**config.mk**
```make
export PLATFORM = sky130hd
export DESIGN_NAME = button_debouncer
export DESIGN_NICKNAME = d
export VERILOG_FILES = /design/src/rtl/button_debouncer.sv
export SDC_FILE = /design/constraint.sdc
export NUM_CORES = 1
export LEC_CHECK = 0
export ABC_CLOCK_PERIOD_IN_PS = 2400
export CAP_MARGIN = 10
export CORE_ASPECT_RATIO = 2
export CORE_MARGIN = 10
export CORE_UTILIZATION = 58
export CTS_BUF_LIST = sky130_fd_sc_hd__clkbuf_8
export CTS_CLUSTER_DIAMETER = 120
export DETAILED_ROUTE_END_ITERATION = 7
export HOLD_SLACK_MARGIN = 0.12
export PLACE_DENSITY = 0.78
export SYNTH_ARGS = -nofsm -noshare
export SYNTH_HDL_FRONTEND = slang
export SYNTH_SLANG_ARGS = --single-unit
```
**constraint.sdc**
```tcl
create_clock -name clk -period 2.4 [get_ports clk]
set_input_delay 0.24 -clock clk [delete_from_list [all_inputs] [get_ports clk]]
set_output_delay 0.24 -clock clk [all_outputs]
set_load 0.1 [all_outputs]
```
**src/rtl/button_debouncer.sv**
```systemverilog
// Push-button debouncer: 2-FF synchroniser, stability-window FSM, debounced level and edge pulses.
// Optional long-press pulse is enabled by defining BUTTON_DEBOUNCER_LONG_PRESS_EN.
module button_debouncer #(
   parameter longint unsigned BOARD_CLOCK_FREQUENCY_IN_HZ = 100_000_000,
   parameter longint unsigned DEBOUNCE_TIME_IN_MS         = 10,
   parameter longint unsigned LONG_PRESS_TIME_IN_MS       = 1000
) (
   input  logic clk,
   input  logic rst,
   input  logic btn_in,
   output logic btn_level,
   output logic press_pulse,
   output logic release_pulse,
   output logic long_press_pulse
);

   localparam longint unsigned DEB_RAW  = BOARD_CLOCK_FREQUENCY_IN_HZ * DEBOUNCE_TIME_IN_MS / 64'd1000;
   localparam longint unsigned LONG_RAW = BOARD_CLOCK_FREQUENCY_IN_HZ * LONG_PRESS_TIME_IN_MS / 64'd1000;
   localparam longint unsigned DEB_CYC  = (DEB_RAW  < 64'd1) ? 64'd1 : DEB_RAW;
   localparam longint unsigned LONG_CYC = (LONG_RAW < 64'd1) ? 64'd1 : LONG_RAW;
   localparam longint unsigned MAX_CYC  = (DEB_CYC > LONG_CYC) ? DEB_CYC : LONG_CYC;
   localparam int              CNT_W    = $clog2(MAX_CYC + 64'd1);

   localparam logic [CNT_W-1:0] DEB_CNT  = CNT_W'(DEB_CYC);
   localparam logic [CNT_W-1:0] LONG_CNT = CNT_W'(LONG_CYC);
   localparam logic [CNT_W-1:0] ONE      = CNT_W'(1);

   localparam logic [1:0] RELEASED     = 2'd0;
   localparam logic [1:0] PRESS_WAIT   = 2'd1;
   localparam logic [1:0] PRESSED      = 2'd2;
   localparam logic [1:0] RELEASE_WAIT = 2'd3;

   logic             s1;
   logic             s2;
   logic [1:0]       state;
   logic [CNT_W-1:0] cnt;

   // The single counter times both debounce windows and, while PRESSED, the hold time.
   always_ff @(posedge clk) begin
      if (rst) begin
         s1            <= 1'b0;
         s2            <= 1'b0;
         state         <= RELEASED;
         cnt           <= '0;
         btn_level     <= 1'b0;
         press_pulse   <= 1'b0;
         release_pulse <= 1'b0;
`ifdef BUTTON_DEBOUNCER_LONG_PRESS_EN
         long_press_pulse <= 1'b0;
`endif
      end else begin
         s1            <= btn_in;
         s2            <= s1;
         press_pulse   <= 1'b0;
         release_pulse <= 1'b0;
`ifdef BUTTON_DEBOUNCER_LONG_PRESS_EN
         long_press_pulse <= 1'b0;
`endif
         case (state)
            RELEASED: begin
               if (s2) begin
                  state <= PRESS_WAIT;
                  cnt   <= ONE;
               end
            end
            PRESS_WAIT: begin
               if (!s2) begin
                  state <= RELEASED;
                  cnt   <= '0;
               end else if (cnt == DEB_CNT) begin
                  state       <= PRESSED;
                  cnt         <= '0;
                  btn_level   <= 1'b1;
                  press_pulse <= 1'b1;
               end else begin
                  cnt <= cnt + ONE;
               end
            end
            PRESSED: begin
               if (!s2) begin
                  state <= RELEASE_WAIT;
                  cnt   <= ONE;
               end else if (cnt != LONG_CNT) begin
                  cnt <= cnt + ONE;
`ifdef BUTTON_DEBOUNCER_LONG_PRESS_EN
                  if (cnt == LONG_CNT - ONE) begin
                     long_press_pulse <= 1'b1;
                  end
`endif
               end
            end
            RELEASE_WAIT: begin
               // Returning to PRESSED restarts the hold timer but is not a new press.
               if (s2) begin
                  state <= PRESSED;
                  cnt   <= '0;
               end else if (cnt == DEB_CNT) begin
                  state         <= RELEASED;
                  cnt           <= '0;
                  btn_level     <= 1'b0;
                  release_pulse <= 1'b1;
               end else begin
                  cnt <= cnt + ONE;
               end
            end
            default: begin
               state <= RELEASED;
               cnt   <= '0;
            end
         endcase
      end
   end

`ifndef BUTTON_DEBOUNCER_LONG_PRESS_EN
   assign long_press_pulse = 1'b0;
`endif

endmodule

```
======== Word level (Yosys, flattened, before mapping) ========
Cells that the tools add are included.
W data, S select, Z words.
cells by class
  bitwise logic cells ..................... 3
  reduce and logical (&&, ||, !) cells .... 7
  $add $sub $neg .......................... 1
  equal/unequal tests ..................... 14
  muxes and demuxes ....................... 20
operators by type and width
  operator                 number
  $mux W27                 6
  $pmux W27 S4             1
  $add A27 B1 Y27 const B  1
  $eq A27 B20 Y1 const B   1
  $ne A27 B27 Y1 const B   1
  $mux W2                  6
  $ne A2 B2 Y1 const B     6
  $ne A3 B3 Y1 const B     3
  $pmux W2 S4              1
  $reduce_or A3 Y1         2
  $mux W1                  5
  $reduce_and A5 Y1        1
  $eq A2 B2 Y1 const B     2
  $reduce_and A4 Y1        1
  $not A1 Y1               3
  $eq A2 B1 Y1 const B     1
  $logic_not A2 Y1         1
  $pmux W1 S2              1
  $reduce_and A2 Y1        1
  $reduce_bool A2 Y1       1
word-level totals
  register bits after elaboration ......... 34
  input bits .............................. 3
  logic and storage cells ................. 52
  output and inout bits ................... 4

======== Logic depth before layout (Yosys ltp) ========
Gate-level depths: netlist of run 1.
  depth after elaboration ................. 4
  gate-level depth with buffers ........... 9
  gate-level depth less buffers ........... 8

======== Least setup slack after synthesis of run 1 ========
No wires, ideal clock.
  kind .................................... reg-to-reg
  start point ............................. register cnt[0]
  end point ............................... register cnt[20]
  path slack .............................. 289 ps
  stages on the path, launching flop included .. 9
  setup time .............................. 117 ps
  period minus slack after synthesis ...... 2,111 ps
  required time ........................... 2,283 ps
  arrival ................................. 1,994 ps
  path through ............................ dfxtp_1 > ha_1 > nand3_1 > or2_1 > or3_1 > buf_2 > or2_0 > a21o_1 > a32o_1
on the way
  word-level cells in the longest chain between the ends .. 4
ends and longest elaborated chain
  what                                               line        RTL
  start: declaration                                 36          logic [CNT_W-1:0] cnt;
  start signal: assignment                           76          cnt <= cnt + ONE;
  start signal: assignment                           84          cnt <= cnt + ONE;
  start signal: assignment                           103         cnt <= cnt + ONE;
  $add A27 B1 Y27 or $eq A27 B20 Y1 (tied branches)  n/a
  $mux W27 (on tied branches)                        70, 97, 83
  $mux W27 (on tied branches)                        94, 67, 80
  $pmux W27 S4                                       59          case (state)
Parallel ways exist; a longest one is shown, timed or not. The select of a mux whose other input is x is not followed.
A chain may end at the register's enable or synchronous reset.

======== Worst setup path after layout of run 1 ========
Same ends and word-level chain as after synthesis.

==> impl_metrics.py, run 1 <==
metrics = {
    "worst_setup_path": {
        "cp_max_stage_delay_ps": 490,
        "cp_cell_sequence": "ha_1 > nand3_1 > or2_1 > or3_1 > or2_0 > a21o_1 > a32o_1",
        "worst-endpoint-required_ps": 2580,
        "timing.critical_path.fanout_max": 7,
        "start_kind": "register",
        "crit_slowest_cell": "or3_1",
        "arrival_ps": 2460,
        "timing.critical_path.to_type": "register",
        "timing_worst_setup_path_type": "reg2reg",
        "worst_path_dominant_cell_family": "simple AND/OR/NAND/NOR gates",
        "critical_path_buf_inv_count": 0,
    },
    "logic_synthesis": {
        "ys_seq_elements": 34,
        "synthMostInstantiatedCell": "dfxtp_1",
        "synth-async-reset-ratio_pct": 0,
        "synth_top_area_cell": "dfxtp_1",
        "synthesized_area_per_cell_um2": 8.07,
        "synth.area.top_cells": "dfxtp_1 35%, nand3_1 5.7%, nor2_1 4.9%, nand2_1 3.7%, xor2_1 3.6%",
        "synthesis.yosys.warnings": 0,
        "syn-instance-count": 238,
        "syn-num-nets": 243,
        "ys.flop_type": "dfxtp_1",
        "syn_area_um2": 1920,
        "ys_types": 48,
        "yosysSeqAreaShare_pct": 35.4,
        "synth_enable_flop_cells": 0,
        "synthDominantCellAreaShare_pct": 35.4,
        "synthTopCellsByCount": "34 x dfxtp_1, 25 x nor2_1, 22 x nand3_1",
    },
    "timing": {
        "finalSetupTns_ps": 0,
        "setup_slack_ps": 124,
        "rsz0062_at_grt": "no",
        "final_min_period_over_clock_period_pct": 94.9,
        "final_hold_viol_count": 0,
        "clock_skew_ps": 8.27,
        "timing.final.crit_period_ps": 2280,
        "finalSetupViolCount": 0,
        "finalMaxSlewViolations": 0,
        "achievable-frequency_ghz": 0.439,
        "timing.max_slew.rel_slack_pct": 61.0,
        "worst_hold_slack_ps": 458,
        "worst-slew-pin-transition_ps": 585,
    },
    "place": {
        "detailedPlace.worstSlack_ps": 151,
        "hpwlAfterDp_um": 3650,
        "port_buffers": 5,
        "gpl.final_weighted_congestion": 0.953,
        "placed_area_um2": 2070,
    },
    "global_routing": {
        "grt_first_pass_wirelength_um": 8270,
        "first_global_vias": 1722,
        "largest_net_degree_at_the_start_of_global_routing": 12,
        "initial_antenna_violation_count": 0,
        "gr-usage-all-layers_pct": 17.2,
        "globalRouteOverflowTotal": 0,
    },
    "floorplanning": {
        "die-height_um": 101,
        "row_count": 29,
        "io_pins": 7,
        "start_util_pct": 60.1,
        "area_of_the_core_um2": 3190,
        "floorplan.die.width_um": 60.7,
        "die_area_um2": 6150,
    },
    "cts": {
        "cts_tree": "built",
        "clockRootBuffer": "clkbuf_8",
        "clkLatencyLatePin_ps": 290,
        "cts.path.max_buffers": 2,
        "cts-buffers-inserted": 5,
        "post-cts-setup-buffer-count": 0,
        "htree_num_levels": 2,
        "clock-sinks": 34,
        "cts.clk_slew.worst_paths_ps": 70,
        "cts-hold-fix-buffers": 0,
    },
    "layout": {
        "multi_input_area_um2": 1160,
        "n_antenna_cell": 0,
        "fill_cells": 295,
        "post_route_cells_drive_above_1_share_pct": 13.5,
        "final_cell_area_excluding_filler_cells_um2": 2170,
        "syn2layout_area_growth_pct": 12.9,
        "final-seq-area_um2": 681,
        "nets": 256,
    },
    "detailed_routing": {
        "final_antenna_violating_net_count": 0,
        "total_iterations_of_the_first_detailed_routing_run": 5,
        "remaining_drc_errors": 0,
        "vias_per_cell": 6.45,
        "wl_per_cell_um": 17.2,
        "dr.first_iter.drc_count": 98,
        "via_count": 1825,
        "postRouteWirelength_um": 4880,
    },
    "worst_hold_path": {
        "hold_class": "reg2reg",
    },
    "run": {
        "drv.max_cap_violation_count": 0,
    },
    "power": {
        "worst_voltage_drop_across_the_vdd_grid_v": 0.000414,
        "power_per_cell_area_nw_per_um2": 506,
        "static-leakage-power_nw": 0.779,
    },
    "run_status": {
        "run_status": "completed",
    },
}
area by class of cell:
| type | count | share of cell area (%) |
|---|---|---|
| multi-input combinational | 183 | 53.5 |
| sequential | 34 | 31.4 |
| timing repair buffer | 21 | 8.08 |
| clock buffer | 6 | 3.81 |
| tap | 31 | 1.79 |
| inverter | 6 | 1.04 |
| clock inverter | 2 | 0.404 |
per-stage QoR:
step | cells | power [mW] | utilization, %
floorplan | 238 | 0.647 | -
global placement | 275 | 0.676 | 64.7
detailed placement | 275 | 0.677 | 64.7
CTS | 283 | 1.11 | 67.6
global route | 283 | 1.14 | 67.9
finish | 283 | 1.10 | 67.9
cells by family (layout without fill, tap and decap cells):
family / Yosys count / count (layout) / share of synthesized area, %
other: 1 / 1 / 0.195
xor gates and xnor gates: 12 / 12 / 5.47
adders and majority gates: 2 / 2 / 1.30
muxes: 1 / 1 / 0.521
and+or+nand+nor: 135 / 135 / 41.1
buffers and inverters: 21 / 35 / 4.69
AOI/OAI and AO/OA: 32 / 32 / 11.3
DFF: 34 / 34 / 35.4
flip-flops by register name, summed over array words and instances, names as in the netlist, named ones only:
register / flops
release_pulse: 1
s1: 1
cnt: 27
btn_level: 1
state: 1
s2: 1
press_pulse: 1
worst register-to-register path: stages (launching register included):
cell	delay, ps
dfxtp_1	410
ha_1	250
nand3_1	110
or2_1	260
or3_1	490
or2_0	240
a21o_1	180
a32o_1	240
what timing repair did:
item | 4_1_cts | 5_1_grt
endpoints found under the setup margin | 0 | 2
gates resized for setup | 0 | 2
endpoints found under the hold margin | 0 | 0
power by group:
part | internal (mW) | total (mW) | switching, mW
clock network | 0.227 | 0.433 | 0.206
logic | 0.0274 | 0.0884 | 0.0610
registers | 0.570 | 0.576 | 0.00577
total | 0.825 | 1.10 | 0.273
routing by layer:
layer | global-route usage [%] | vias to the layer above | part of all wire (%)
li1 | - | 900 | -
met1 | 19.0 | 849 | 38
met2 | 29.2 | 58 | 53
met3 | 3.26 | 18 | 5.6
met4 | 9.51 | 0 | 4.3
met5 | 0 | - | 0
cell usage in the layout, fill, tap and decap left out, types with 3 or more instances in the layout:
master	n
or3_1	5
nand2_1	19
xor2_1	8
clkbuf_8	6
nor2_1	25
nor3_1	6
o211ai_1	4
buf_4	18
nand4_1	8
nor4_1	3
nand4b_1	5
a31oi_1	7
and4_1	5
nor4b_1	6
o21ai_0	3
and3_1	7
nand3_1	22
a21oi_1	5
inv_1	7
xnor2_1	4
nand3b_1	6
dfxtp_1	34
final timing paths:
check	from	to	slack [ps]	cells past startpoint
setup / recovery	cnt[0]	cnt[20]	120	7
hold / removal	s1	s2	460	1
setup reg to reg	cnt[0]	cnt[20]	120	7
hold reg to reg	s1	s2	460	1
Note: power is estimated with default switching activity, not from simulation.
==> run 2: changes to the inputs <==
- CORE_MARGIN: 10 -> 3
==> run 2 against run 1 <==
  * Utilization grew 0.66 points
  * Worst hold slack worse by 1.4 ps
  * Flip-flop and latch count unchanged
  * First-iteration DRC count down 22%
  * Critical endpoint unchanged
  * Total power grew 6.2%
  * Highest routed layer unchanged
  * Wire length is 0.12% higher
  * Sequential power is essentially flat
==> impl_metrics.py, run 2 (synthesis results as in run 1) <==
metrics = {
    "power": {
        "internal_power_uw": 888,
        "p_switching_uw": 278,
        "worst_voltage_drop_across_the_vdd_grid_v": 0.000565,
        "power.share.sequential_pct": 49.4,
        "static-leakage-power_nw": 0.771,
        "power_per_cell_area_nw_per_um2": 538,
        "power_frac_clock_pct": 43.0,
        "switching_share_pct": 23.8,
        "combinationalPowerShare_pct": 7.6,
    },
    "cts": {
        "clock-sinks": 34,
        "cts-buffers-inserted": 5,
        "cts_tree": "built",
        "clkLatencyLatePin_ps": 290,
        "post-cts-setup-buffer-count": 0,
        "clockRootBuffer": "clkbuf_8",
        "htree_num_levels": 2,
        "cts.clk_slew.worst_paths_ps": 70,
        "cts.path.max_buffers": 2,
    },
    "layout": {
        "nets": 254,
        "largest-register": "cnt",
        "layout.core_utilization_pct": 68.6,
        "layout_common_cells": "34 x dfxtp_1, 25 x nor2_1, 22 x nand3_1, 19 x nand2_1, 16 x buf_4",
        "largest_reg_flops": 27,
        "multi_input_area_um2": 1150,
        "final-seq-area_um2": 681,
        "fill_cells": 267,
        "post_route_cells_drive_above_1_share_pct": 12.8,
        "most_common_cell_after_layout_fill_and_taps_aside": "dfxtp_1",
        "syn2layout_area_growth_pct": 12.7,
        "n_antenna_cell": 0,
    },
    "timing": {
        "finalMaxSlewViolations": 0,
        "timing.final.crit_period_ps": 2260,
        "timing.max_slew.rel_slack_pct": 38.8,
        "final_min_period_over_clock_period_pct": 94.1,
        "rsz0062_at_grt": "no",
        "final_hold_viol_count": 0,
        "finalSetupTns_ps": 0,
        "clock_skew_ps": 5.53,
        "achievable-frequency_ghz": 0.443,
        "finalSetupViolCount": 0,
        "setup_slack_ps": 142,
        "worst-slew-pin-transition_ps": 918,
    },
    "place": {
        "port_buffers": 5,
        "gpl.final_weighted_congestion": 0.918,
        "detailedPlace.worstSlack_ps": 154,
        "hpwlAfterDp_um": 3570,
    },
    "global_routing": {
        "first_global_vias": 1723,
        "initial_antenna_violation_count": 0,
        "globalRouteOverflowTotal": 0,
        "largest_net_degree_at_the_start_of_global_routing": 13,
        "gr-usage-all-layers_pct": 26.9,
        "grt_first_pass_wirelength_um": 7830,
    },
    "worst_hold_path": {
        "hold-path-cell-count": 1,
        "hold_class": "reg2reg",
    },
    "detailed_routing": {
        "via_count": 1852,
        "vias_per_cell": 6.59,
        "total_iterations_of_the_first_detailed_routing_run": 4,
        "postRouteWirelength_um": 4890,
        "dr.first_iter.drc_count": 76,
        "final_antenna_violating_net_count": 0,
        "wl_per_cell_um": 17.4,
        "remaining_drc_errors": 0,
    },
    "worst_setup_path": {
        "timing.critical_path.fanout_max": 7,
        "rr_worst_depth": 7,
        "start_kind": "register",
        "timing_worst_setup_path_type": "reg2reg",
        "timing.critical_path.to_type": "register",
        "worst-endpoint-required_ps": 2580,
        "arrival_ps": 2440,
    },
    "floorplanning": {
        "io_pins": 7,
        "die_area_um2": 4080,
        "area_of_the_core_um2": 3160,
        "floorplan.die.width_um": 46.7,
        "row_count": 29,
        "start_util_pct": 60.8,
        "die-height_um": 87.4,
    },
    "run_status": {
        "run_status": "completed",
    },
    "run": {
        "drv.max_cap_violation_count": 0,
    },
}
==> run 2: timing repair <==
| item | in CTS | in global routing |
|---|---|---|
| hold buffers | 0 | 0 |
| endpoints found under the setup margin | 0 | 1 |
| gates resized for setup | 0 | 1 |
==> run 2: final cells by class <==
cell class	instances	area share, %
multi-input cells	183	53.2
flip-flops and latches	34	31.4
repair buffers	19	7.40
clock buffers	8	5.09
well taps	31	1.79
inverters	6	1.04
==> run 2: power groups by stage <==
| stage | sequential, mW | combinational, mW | clock, mW |
|---|---|---|---|
| final | 0.576 | 0.0886 | 0.501 |
| after global routing | 0.576 | 0.0946 | 0.533 |
| after CTS | 0.576 | 0.0897 | 0.508 |
| after detailed placement | 0.589 | 0.0891 | 0 |
| after global placement | 0.588 | 0.0882 | 0 |
| after floorplan | 0.607 | 0.0402 | 0 |
==> run 2: worst paths after layout <==
path | start | to | slack, ps
setup reg to reg | cnt[0] | cnt[20] | 140
setup / recovery | cnt[0] | cnt[20] | 140
hold reg to reg | s1 | s2 | 460
hold / removal | s1 | s2 | 460
==> run 2: per-stage QoR <==
step / cell area [um^2] / std cells / hold WS [ps] / total power [mW]
after global routing: 2160 / 281 / 475 / 1.20
after CTS: 2160 / 281 / 462 / 1.17
after detailed placement: 2050 / 273 / 433 / 0.678
after global placement: 2050 / 273 / 432 / 0.676
after floorplan: 1920 / 238 / 368 / 0.647
final: 2160 / 281 / 456 / 1.17
==> run 2: per-layer routing <==
| metal | up-vias | share of wire (%) | routed length [um] | global-route usage [%] |
|---|---|---|---|---|
| met5 | - | 0 | 0 | 0 |
| met4 | 0 | 5.6 | 272 | 16.4 |
| met3 | 22 | 5.1 | 250 | 4.35 |
| met2 | 76 | 53 | 2600 | 46.0 |
| met1 | 862 | 36 | 1770 | 28.9 |
| li1 | 892 | - | - | - |
==> run 2: worst max-delay path, cell delays in order (launching register included) <==
cell and delay, ps:
dfxtp_1 420, ha_2 240, nand3_1 90, or2_1 260, or3_1 480, or2_0 240, a21o_1 170, a32o_1 240
==> run 3: changes to the inputs <==
- CELL_PAD_IN_SITES_DETAIL_PLACEMENT: unset -> 0
- CELL_PAD_IN_SITES_GLOBAL_PLACEMENT: unset -> 1
- CORE_UTILIZATION: 58 -> 47
- PLACE_DENSITY: 0.78 -> 0.83
==> run 3 against run 2 <==
  * Sequential share of layout area is 0.16 points lower
  * Maximum frequency is 2.9% higher
  * Worst setup slack better by 64 ps
  * Register-to-register slack better by 60 ps
  * Largest power group unchanged
  * Clock power is 13% lower
  * Die area is 21% higher
  * Via count is 2.7% lower
  * First-iteration DRC count is 17% lower
==> impl_metrics.py, run 3 (synthesis results as in run 1) <==
metrics = {
    "detailed_routing": {
        "vias_per_cell": 5.97,
        "via_count": 1802,
        "postRouteWirelength_um": 4960,
        "remaining_drc_errors": 0,
        "dr.first_iter.drc_count": 63,
        "wl_per_cell_um": 16.4,
        "final_antenna_violating_net_count": 0,
        "total_iterations_of_the_first_detailed_routing_run": 4,
    },
    "layout": {
        "layout.core_utilization_pct": 56.0,
        "nets": 255,
        "largest_reg_flops": 27,
        "most_common_cell_after_layout_fill_and_taps_aside": "dfxtp_1",
        "syn2layout_area_growth_pct": 13.3,
        "layout_common_cells": "34 x dfxtp_1, 25 x nor2_1, 22 x nand3_1, 19 x nand2_1, 17 x buf_4",
        "post_route_cells_drive_above_1_share_pct": 12.4,
        "largest-register": "cnt",
        "n_antenna_cell": 0,
    },
    "timing": {
        "finalSetupTns_ps": 0,
        "worst-slew-pin-transition_ps": 889,
        "timing.max_slew.rel_slack_pct": 40.8,
        "timing.final.crit_period_ps": 2190,
        "rsz0062_at_grt": "no",
        "finalMaxSlewViolations": 0,
        "worst_hold_slack_ps": 454,
        "final_min_period_over_clock_period_pct": 91.4,
        "finalSetupViolCount": 0,
        "achievable-frequency_ghz": 0.456,
        "clock_skew_ps": 7.44,
        "final_hold_viol_count": 0,
    },
    "worst_setup_path": {
        "crit_slowest_cell": "dfxtp_1",
        "start_kind": "register",
        "timing.critical_path.to_type": "register",
        "worst-endpoint-required_ps": 2620,
        "timing_worst_setup_path_type": "reg2reg",
        "critical_path.reg2reg.startpoint": "cnt[0]",
        "rr_worst_depth": 8,
        "reg2reg_to": "cnt[26]",
        "cp_max_stage_delay_ps": 410,
        "critical_path_buf_inv_count": 1,
        "timing.critical_path.fanout_max": 6,
        "cp_cell_sequence": "ha_1 > nand3_1 > or2_1 > or3_1 > buf_4 > nor3_1 > a21oi_1 > a31oi_1",
        "reg2reg_setup_slack_ps": 210,
        "arrival_ps": 2410,
        "worst_path_dominant_cell_family": "simple AND/OR/NAND/NOR gates",
    },
    "power": {
        "power_per_cell_area_nw_per_um2": 506,
        "worst_voltage_drop_across_the_vdd_grid_v": 0.000393,
        "post-layout-total-power_mw": 1.10,
        "static-leakage-power_nw": 0.771,
    },
    "cts": {
        "post-cts-setup-buffer-count": 0,
        "clkLatencyLatePin_ps": 290,
        "cts.path.max_buffers": 2,
        "clockRootBuffer": "clkbuf_8",
        "htree_num_levels": 2,
        "cts-buffers-inserted": 5,
        "cts-hold-fix-buffers": 0,
        "cts.clk_slew.worst_paths_ps": 70,
        "cts_tree": "built",
        "cts-resized-gates": 0,
        "clock-sinks": 34,
    },
    "global_routing": {
        "largest_net_degree_at_the_start_of_global_routing": 13,
        "grt_first_pass_wirelength_um": 8280,
        "gr-usage-all-layers_pct": 22.9,
        "first_global_vias": 1740,
        "initial_antenna_violation_count": 0,
        "globalRouteOverflowTotal": 0,
    },
    "run_status": {
        "run_status": "completed",
    },
    "floorplanning": {
        "io_pins": 7,
        "die_area_um2": 4940,
        "floorplan.die.width_um": 51.2,
        "start_util_pct": 49.5,
        "row_count": 32,
        "die-height_um": 96.4,
        "area_of_the_core_um2": 3880,
    },
    "place": {
        "port_buffers": 5,
        "hpwlAfterDp_um": 3780,
        "gpl.final_weighted_congestion": 0.896,
    },
    "worst_hold_path": {
        "worst_hold_startpoint": "s1",
        "hold-path-cell-count": 1,
        "hold_path_end": "s2",
        "hold_class": "reg2reg",
    },
    "run": {
        "drv.max_cap_violation_count": 0,
    },
}
[run 3: cell count changes in the layout (fill, tap and decap cells not counted)]
cell / change
inv_1: +1
clkbuf_8: -2
clkinv_2: +1
ha_1: +1
ha_2: -1
buf_4: +1
[run 3: how the worst max path moves through the flow]
stage	from	endpoint	slack, ps	cells past startpoint
2_1_floorplan	cnt[0]	cnt[20]	290	8
3_3_place_gp	cnt[0]	cnt[20]	260	7
3_5_place_dp	cnt[0]	cnt[20]	230	7
4_1_cts	cnt[0]	cnt[20]	220	7
5_1_grt	cnt[20]	cnt[12]	30	6
6_report	cnt[0]	cnt[26]	210	8
[run 3: area by class of cell]
class / count / area [um^2]
clock inverters: 2 / 8.76
repair buffers: 20 / 168
multi-input cells: 183 / 1150
fillers: 380 / 1710
inverters: 6 / 22.5
flip-flops and latches: 34 / 681
well taps: 51 / 63.8
clock buffers: 6 / 82.6
[run 3: power by group]
part	internal [mW]	switching [mW]	total, mW	leakage [nW]
combinational	0.0274	0.0598	0.0872	0.444
sequential	0.570	0.00663	0.577	0.275
clock	0.227	0.210	0.437	0.0524
[run 3: metal layers]
| layer | up-vias | track usage [%] | share of wire [%] |
|---|---|---|---|
| li1 | 897 | - | - |
| met1 | 844 | 23.4 | 39 |
| met2 | 42 | 40.9 | 53 |
| met3 | 19 | 3.69 | 2.8 |
| met4 | 0 | 16.4 | 5.9 |
| met5 | - | 0 | 0 |
[run 3: worst reg2reg max path: stages, from the launching register on]
cell	delay (ps)
dfxtp_1	410
ha_1	260
nand3_1	110
or2_1	260
or3_1	410
buf_4	170
nor3_1	220
a21oi_1	110
a31oi_1	170
[run 3: through the flow]
stage                     std cells  setup slack [ps]  area, um^2
after floorplan                 238               289        1920
after detailed placement        294               227        2080
final                           302               206        2180
after CTS                       302               217        2180
after global placement          294               259        2080
after global routing            302              29.1        2180
